## src/rtl/multicycle_alu.sv

```systemverilog
// Multicycle ALU: logic and add/sub ops finish in one cycle; shifts use a serial 1-bit/cycle shifter.
// Handshake is start_i/ready_o in, done_o pulse out, with every output driven straight from a flop.
module multicycle_alu #(
    parameter int DATA_WIDTH  = 32,
    parameter int SHAMT_WIDTH = 5
) (
    input  logic                  clk,
    input  logic                  reset,
    input  logic                  start_i,
    input  logic [3:0]            ALU_Operation_i,
    input  logic [DATA_WIDTH-1:0] A_i,
    input  logic [DATA_WIDTH-1:0] B_i,
    output logic                  ready_o,
    output logic                  done_o,
    output logic [DATA_WIDTH-1:0] ALU_Result_o,
    output logic                  Zero_o,
    output logic                  illegal_o
);

    typedef enum logic [1:0] {
        S_IDLE  = 2'd0,
        S_SHIFT = 2'd1,
        S_DONE  = 2'd2
    } state_t;

    localparam logic [1:0] SH_SLL = 2'd0;
    localparam logic [1:0] SH_SRL = 2'd1;
    localparam logic [1:0] SH_SRA = 2'd2;

    state_t                 r_state;
    state_t                 w_next_state;
    logic [DATA_WIDTH-1:0]  r_acc;
    logic [DATA_WIDTH-1:0]  w_acc_next;
    logic [SHAMT_WIDTH-1:0] r_count;
    logic [SHAMT_WIDTH-1:0] w_count_next;
    logic [1:0]             r_kind;
    logic [1:0]             w_kind_next;
    logic [DATA_WIDTH-1:0]  r_result;
    logic [DATA_WIDTH-1:0]  w_result_next;
    logic                   r_zero;
    logic                   w_zero_next;
    logic                   r_illegal;
    logic                   w_illegal_next;
    logic                   r_ready;
    logic                   r_done;

    function automatic logic is_shift_op(input logic [3:0] op);
        return (op == 4'b0110) || (op == 4'b0111) || (op == 4'b1000);
    endfunction

    function automatic logic [1:0] shift_kind(input logic [3:0] op);
        case (op)
            4'b0110: return SH_SLL;
            4'b0111: return SH_SRL;
            default: return SH_SRA;
        endcase
    endfunction

    function automatic logic is_legal_op(input logic [3:0] op);
        case (op)
            4'b0000, 4'b0001, 4'b0010, 4'b0011, 4'b0100,
            4'b0110, 4'b0111, 4'b1000, 4'b1001: return 1'b1;
            default:                            return 1'b0;
        endcase
    endfunction

    // Single-cycle ops; unsupported codes yield zero.
    function automatic logic [DATA_WIDTH-1:0] alu_single(
        input logic [3:0]            op,
        input logic [DATA_WIDTH-1:0] a,
        input logic [DATA_WIDTH-1:0] b
    );
        case (op)
            4'b0000: return a + b;
            4'b0001: return a - b;
            4'b0010: return a & b;
            4'b0011: return a | b;
            4'b0100: return a ^ b;
            4'b1001: return b;
            default: return '0;
        endcase
    endfunction

    function automatic logic [DATA_WIDTH-1:0] shift_step(
        input logic [1:0]            kind,
        input logic [DATA_WIDTH-1:0] acc
    );
        logic signed [DATA_WIDTH-1:0] s_acc;
        s_acc = acc;
        case (kind)
            SH_SLL:  return acc << 1;
            SH_SRL:  return acc >> 1;
            default: return s_acc >>> 1;
        endcase
    endfunction

    always_ff @(posedge clk or negedge reset) begin
        if (!reset) begin
            r_state   <= S_IDLE;
            r_acc     <= '0;
            r_count   <= '0;
            r_kind    <= SH_SLL;
            r_result  <= '0;
            r_zero    <= 1'b1;
            r_illegal <= 1'b0;
            r_ready   <= 1'b1;
            r_done    <= 1'b0;
        end else begin
            r_state   <= w_next_state;
            r_acc     <= w_acc_next;
            r_count   <= w_count_next;
            r_kind    <= w_kind_next;
            r_result  <= w_result_next;
            r_zero    <= w_zero_next;
            r_illegal <= w_illegal_next;
            r_ready   <= (w_next_state == S_IDLE);
            r_done    <= (w_next_state == S_DONE);
        end
    end

    always_comb begin
        w_next_state   = r_state;
        w_acc_next     = r_acc;
        w_count_next   = r_count;
        w_kind_next    = r_kind;
        w_result_next  = r_result;
        w_zero_next    = r_zero;
        w_illegal_next = 1'b0;
        case (r_state)
            S_IDLE: begin
                if (start_i) begin
                    if (is_shift_op(ALU_Operation_i)) begin
                        w_acc_next   = A_i;
                        w_count_next = B_i[SHAMT_WIDTH-1:0];
                        w_kind_next  = shift_kind(ALU_Operation_i);
                        w_next_state = S_SHIFT;
                    end else begin
                        w_result_next  = alu_single(ALU_Operation_i, A_i, B_i);
                        w_zero_next    = (w_result_next == '0);
                        w_illegal_next = !is_legal_op(ALU_Operation_i);
                        w_next_state   = S_DONE;
                    end
                end
            end
            S_SHIFT: begin
                if (r_count != '0) begin
                    w_acc_next   = shift_step(r_kind, r_acc);
                    w_count_next = r_count - SHAMT_WIDTH'(1);
                end else begin
                    w_result_next = r_acc;
                    w_zero_next   = (r_acc == '0);
                    w_next_state  = S_DONE;
                end
            end
            S_DONE: begin
                w_next_state = S_IDLE;
            end
            default: begin
                w_next_state = S_IDLE;
            end
        endcase
    end

    assign ready_o      = r_ready;
    assign done_o       = r_done;
    assign ALU_Result_o = r_result;
    assign Zero_o       = r_zero;
    assign illegal_o    = r_illegal;

endmodule
```

## config.mk

```make
export PLATFORM = sky130hd
export DESIGN_NAME = multicycle_alu
export DESIGN_NICKNAME = d
export VERILOG_FILES = /design/src/rtl/multicycle_alu.sv
export SDC_FILE = /design/constraint.sdc
export NUM_CORES = 1
export LEC_CHECK = 0
export CELL_PAD_IN_SITES_DETAIL_PLACEMENT = 1
export CELL_PAD_IN_SITES_GLOBAL_PLACEMENT = 1
export CORE_UTILIZATION = 40
export DETAILED_ROUTE_END_ITERATION = 6
export PLACE_DENSITY_LB_ADDON = 0.2
export SYNTH_ARGS = -nofsm -noshare
export SYNTH_HDL_FRONTEND = slang
export SYNTH_SLANG_ARGS = --single-unit
```

## constraint.sdc

```tcl
create_clock -name clk -period 3.51 [get_ports clk]
set_input_delay 0.5265 -clock clk [delete_from_list [all_inputs] [get_ports clk]]
set_output_delay 0.5265 -clock clk [all_outputs]
set_load 0.02 [all_outputs]
```

==> results.txt <==
The cell area after synthesis came out at 8600 um2. The overall fraction of global-route tracks in use is 39.5%. The number of placed I/O pins is 107. The total congestion overflow is 0. The max-slew violation count is 0. The area enclosed by the die boundary came out at 22,100 um2.

The total chip power came out at 6880 uW. The worst pin sits at a relative slew slack of 21.3%. The top cell types in the final layout, fill and taps aside, are 284 x sky130_fd_sc_hd__buf_4, 115 x sky130_fd_sc_hd__nand2_1, 113 x sky130_fd_sc_hd__a21oi_1. For the final database, setup skew stands at 0.00903 ns. The first-pass GRT wire length came out at 66,500 um.

Max-cap violations in this run came to 0. The sum of routed wire segments on met1 came out at 18,900 um. 0 antenna diodes ended up in the layout. At the end of the flow, the number of nets in the layout was 1,679.

The Yosys step of the flow raised 0 warnings. The most common flop cell mapped by yosys is sky130_fd_sc_hd__dfrtp_1. The cell-internal power is 3600 uW. Input and output buffers added on the ports amount to 106. TritonCTS built the clock tree.

The routed length per placed instance came out at 27.9 um. Summed over all nets, the half-perimeter wirelength after detailed placement is 30,100 um. The switching power is 3280 uW. The final wirelength came out at 49,900 um. The met2 routed wirelength came out at 22,700 um. Setup slack on the critical path of the routed design comes to -1.50 ns. The run finished, with violations left. The via count of the first global-routing pass came to 11,500. The clock power share came out at 13.9%. Data on the critical path arrives at its endpoint at 5.25 ns. The actual slew at the worst max-slew pin came out at 1.18 ns.

The area share of the largest cell type after synthesis came out at 21.8%. The congestion estimate from routability-driven global placement came to 0.973. The maximum clock frequency is 200 MHz. The share of synthesized area occupied by flip-flops and latches came out at 22.4%. The portion of the clock cycle consumed by the worst path in the final layout is 143%.

Ranked by total cell area, the synthesized netlist is headed by sky130_fd_sc_hd__dfrtp_1 22%, sky130_fd_sc_hd__ha_1 14%, sky130_fd_sc_hd__a21oi_1 8.2%, sky130_fd_sc_hd__o21ai_0 6.0%, sky130_fd_sc_hd__nand2_1 5.5%. The DRC marker count from the first detailed-route iteration is 1,168. The library cell used most frequently in the layout, excluding fill and tap cells, is sky130_fd_sc_hd__buf_4.

The core region is 21,000 um2. Setup repair after global routing could not meet its margin everywhere. The total number of vias is 11,900. Dividing the synthesized area by the synthesized cell count gives 7.47 um2. The final period demand of the worst path is 5.01 ns. The floorplan die height is 149 um. Wire segments on met3 add up to 4750 um in the final route. In this run the top signal layer used is met4. The final reports fail on negative setup slack. The type of the worst setup path is input pin to flop.

The switching portion of total power came out at 47.7%. The remaining routing DRC violations is 0. The largest area contributor in the netlist is sky130_fd_sc_hd__dfrtp_1.

STA classifies the critical path startpoint as an input pin. The initial antenna violation count is 0. No sink is reached through more buffers than the 2 on the longest clock path. The type of the worst min-delay path is input pin to async pin. The number of enable-type register cells in the synthesized netlist is 0. The number of rows created at floorplan is 53.

The worst setup path is captured at a flop. Excluding fillers, the count of instances in the completed layout stands at 1,790. The number of clock sinks came out at 77.

The total of flip-flops plus latches after synthesis is 77. The peak ir drop on the vdd network is 0.245 mV. The leakage power figure came out at 0.00618 uW. The power per cell area came out at 505 nW/um2. The final antenna-violating net count is 0. The fraction of synthesis flops using an asynchronous set or reset pin came out at 100%. The area overhead of the layout relative to synthesis is 58.6%. The floorplan step set the die width to 149 um. Setup violations remaining at the end of the flow were counted as 25. The pre-antenna-repair detailed-routing pass consisted of 7 iterations. Prior to clock tree synthesis, the placed netlist has a worst setup slack of -1.68 ns. The number of standard cells after synthesis came out at 1,151.

After clock tree synthesis, the clock-pin slew on the worst setup and hold paths is 0.07 ns. The maximum fanout encountered on the critical timing path came out at 5. The final hold slack is 0.349 ns. The number of distinct library cell variants in the gate-level netlist after synthesis came out at 78. The final number of hold-violating endpoints came out at 0.

The pin count of the biggest net entering global routing came out at 78. The share of power burned in registers is 26.9%. The starting density of the core came out at 40.9%.

The count of placed standard cells including taps is 1,738. The layout cell share with drive strength beyond 1 came out at 34.4%. The required time reported for the critical path endpoint is 3.75 ns. The H-tree depth came out at 3. For the worst-skew pair, the clock arrives at the later sink with an insertion delay of 0.34 ns. The filler cells instantiated in the layout total 2,441. The via density per instance is 6.64. The tree is rooted in a sky130_fd_sc_hd__clkbuf_16. The logic gate share of total power came out at 59.1%. The number of buffers created by CTS came out at 9. The number of nets in the synthesized netlist came out at 1,320.
==> worst paths after layout <==
path                                  startpoint  slack (ns)               end  depth (start not counted)
worst max-delay path                      B_i[5]       -1.50            Zero_o                         21
worst min-delay path                       reset        0.35        r_count[3]                          1
worst max register to register        r_count[0]        0.13            Zero_o                         13
worst min register to register  ALU_Result_o[25]        0.50  ALU_Result_o[25]                          1
max in group asynchronous                  reset        2.50  ALU_Result_o[30]                          1
min in group clk                ALU_Result_o[25]        0.50  ALU_Result_o[25]                          1
==> what timing repair did <==
item                       CTS  global route
gates cloned                 0             0
setup endpoints to repair   26            26
gates resized for setup    167            86
pin swaps                   74            62
setup buffers               24            16
hold buffers                 0             0
==> critical path, stage by stage <==
cell and delay, ns:
sky130_fd_sc_hd__buf_2 0.12, sky130_fd_sc_hd__or3_4 0.39, sky130_fd_sc_hd__nor3_4 0.19, sky130_fd_sc_hd__nand3_2 0.11, sky130_fd_sc_hd__or4_4 0.54, sky130_fd_sc_hd__nor4_4 0.37
sky130_fd_sc_hd__nand2_2 0.16, sky130_fd_sc_hd__buf_4 0.18, sky130_fd_sc_hd__buf_4 0.13, sky130_fd_sc_hd__o21ai_2 0.12, sky130_fd_sc_hd__xnor2_1 0.18, sky130_fd_sc_hd__ha_2 0.36
sky130_fd_sc_hd__buf_4 0.15, sky130_fd_sc_hd__o21ai_1 0.30, sky130_fd_sc_hd__o31ai_4 0.15, sky130_fd_sc_hd__nor3_4 0.23, sky130_fd_sc_hd__nand3b_1 0.23, sky130_fd_sc_hd__o2111ai_1 0.17
sky130_fd_sc_hd__nor3_1 0.23, sky130_fd_sc_hd__nand4b_1 0.15, sky130_fd_sc_hd__o31ai_1 0.24
==> sequential cells by signal (all words and copies together), names as in the netlist <==
| name | count |
|---|---|
| ready_o | 1 |
| done_o | 1 |
| illegal_o | 1 |
| Zero_o | 1 |
| ALU_Result_o | 32 |
| r_acc | 32 |
| r_count | 5 |
| r_state | 2 |
| r_kind | 2 |
==> cell type report <==
cell class	count	area, um2	area share, %
Clock buffer	10	229	1.68
Timing Repair Buffer	417	3520	25.9
Sequential cell	77	1930	14.2
Multi-Input combinational cell	922	7220	53.0
Tap cell	275	344	2.52
Inverter	83	312	2.29
Clock inverter	6	70.1	0.514
==> routing by layer <==
metal / global-route usage (%) / vias to the layer above
li1: - / 4885
met1: 51.7 / 5838
met2: 65.2 / 873
met3: 5.37 / 296
met4: 16.2 / 0
met5: 0 / -
==> cell families after synthesis <==
family                     synth area share, %
xor gates and xnor gates                  4.79
and+or+nand+nor                           18.8
DFF                                       22.4
buffers and inverters                     6.70
muxes                                     3.44
AOI/OAI and AO/OA                         29.4
adders and majority gates                 14.4
==> Yosys cell counts (13+ instances only) <==
master,instances
sky130_fd_sc_hd__a21oi_1,140
sky130_fd_sc_hd__nand2_1,125
sky130_fd_sc_hd__o21ai_0,103
sky130_fd_sc_hd__ha_1,97
sky130_fd_sc_hd__inv_1,83
sky130_fd_sc_hd__nor2_1,82
sky130_fd_sc_hd__dfrtp_1,75
sky130_fd_sc_hd__clkbuf_1,61
sky130_fd_sc_hd__xnor2_1,40
sky130_fd_sc_hd__nor3_1,22
sky130_fd_sc_hd__a22oi_1,20
sky130_fd_sc_hd__mux2i_1,19
sky130_fd_sc_hd__o21ai_1,19
sky130_fd_sc_hd__nand3_1,17
sky130_fd_sc_hd__a31oi_1,15
sky130_fd_sc_hd__o211ai_1,14
sky130_fd_sc_hd__a21o_1,13
==> through the flow <==
| step | TNS, ns | cell area [um2] | utilization [%] |
|---|---|---|---|
| 2_1_floorplan | -7.17 | 8870 | - |
| 3_3_place_gp | -30.57 | 12100 | 57.5 |
| 3_5_place_dp | -34.08 | 12100 | 57.5 |
| 4_1_cts | -10.90 | 13100 | 62.2 |
| 5_1_grt | -21.17 | 13600 | 64.8 |
| 6_report | -18.86 | 13600 | 64.8 |
==> power groups by stage <==
stage                     clock network, uW  registers [uW]  logic, uW
after floorplan                           0            1850       1680
after global placement                    0            1760       3270
after detailed placement                  0            1790       3410
after CTS                               965            1800       3660
after global routing                    989            1880       4300
final                                   958            1850       4070
Power figures use the tool's default switching activity.
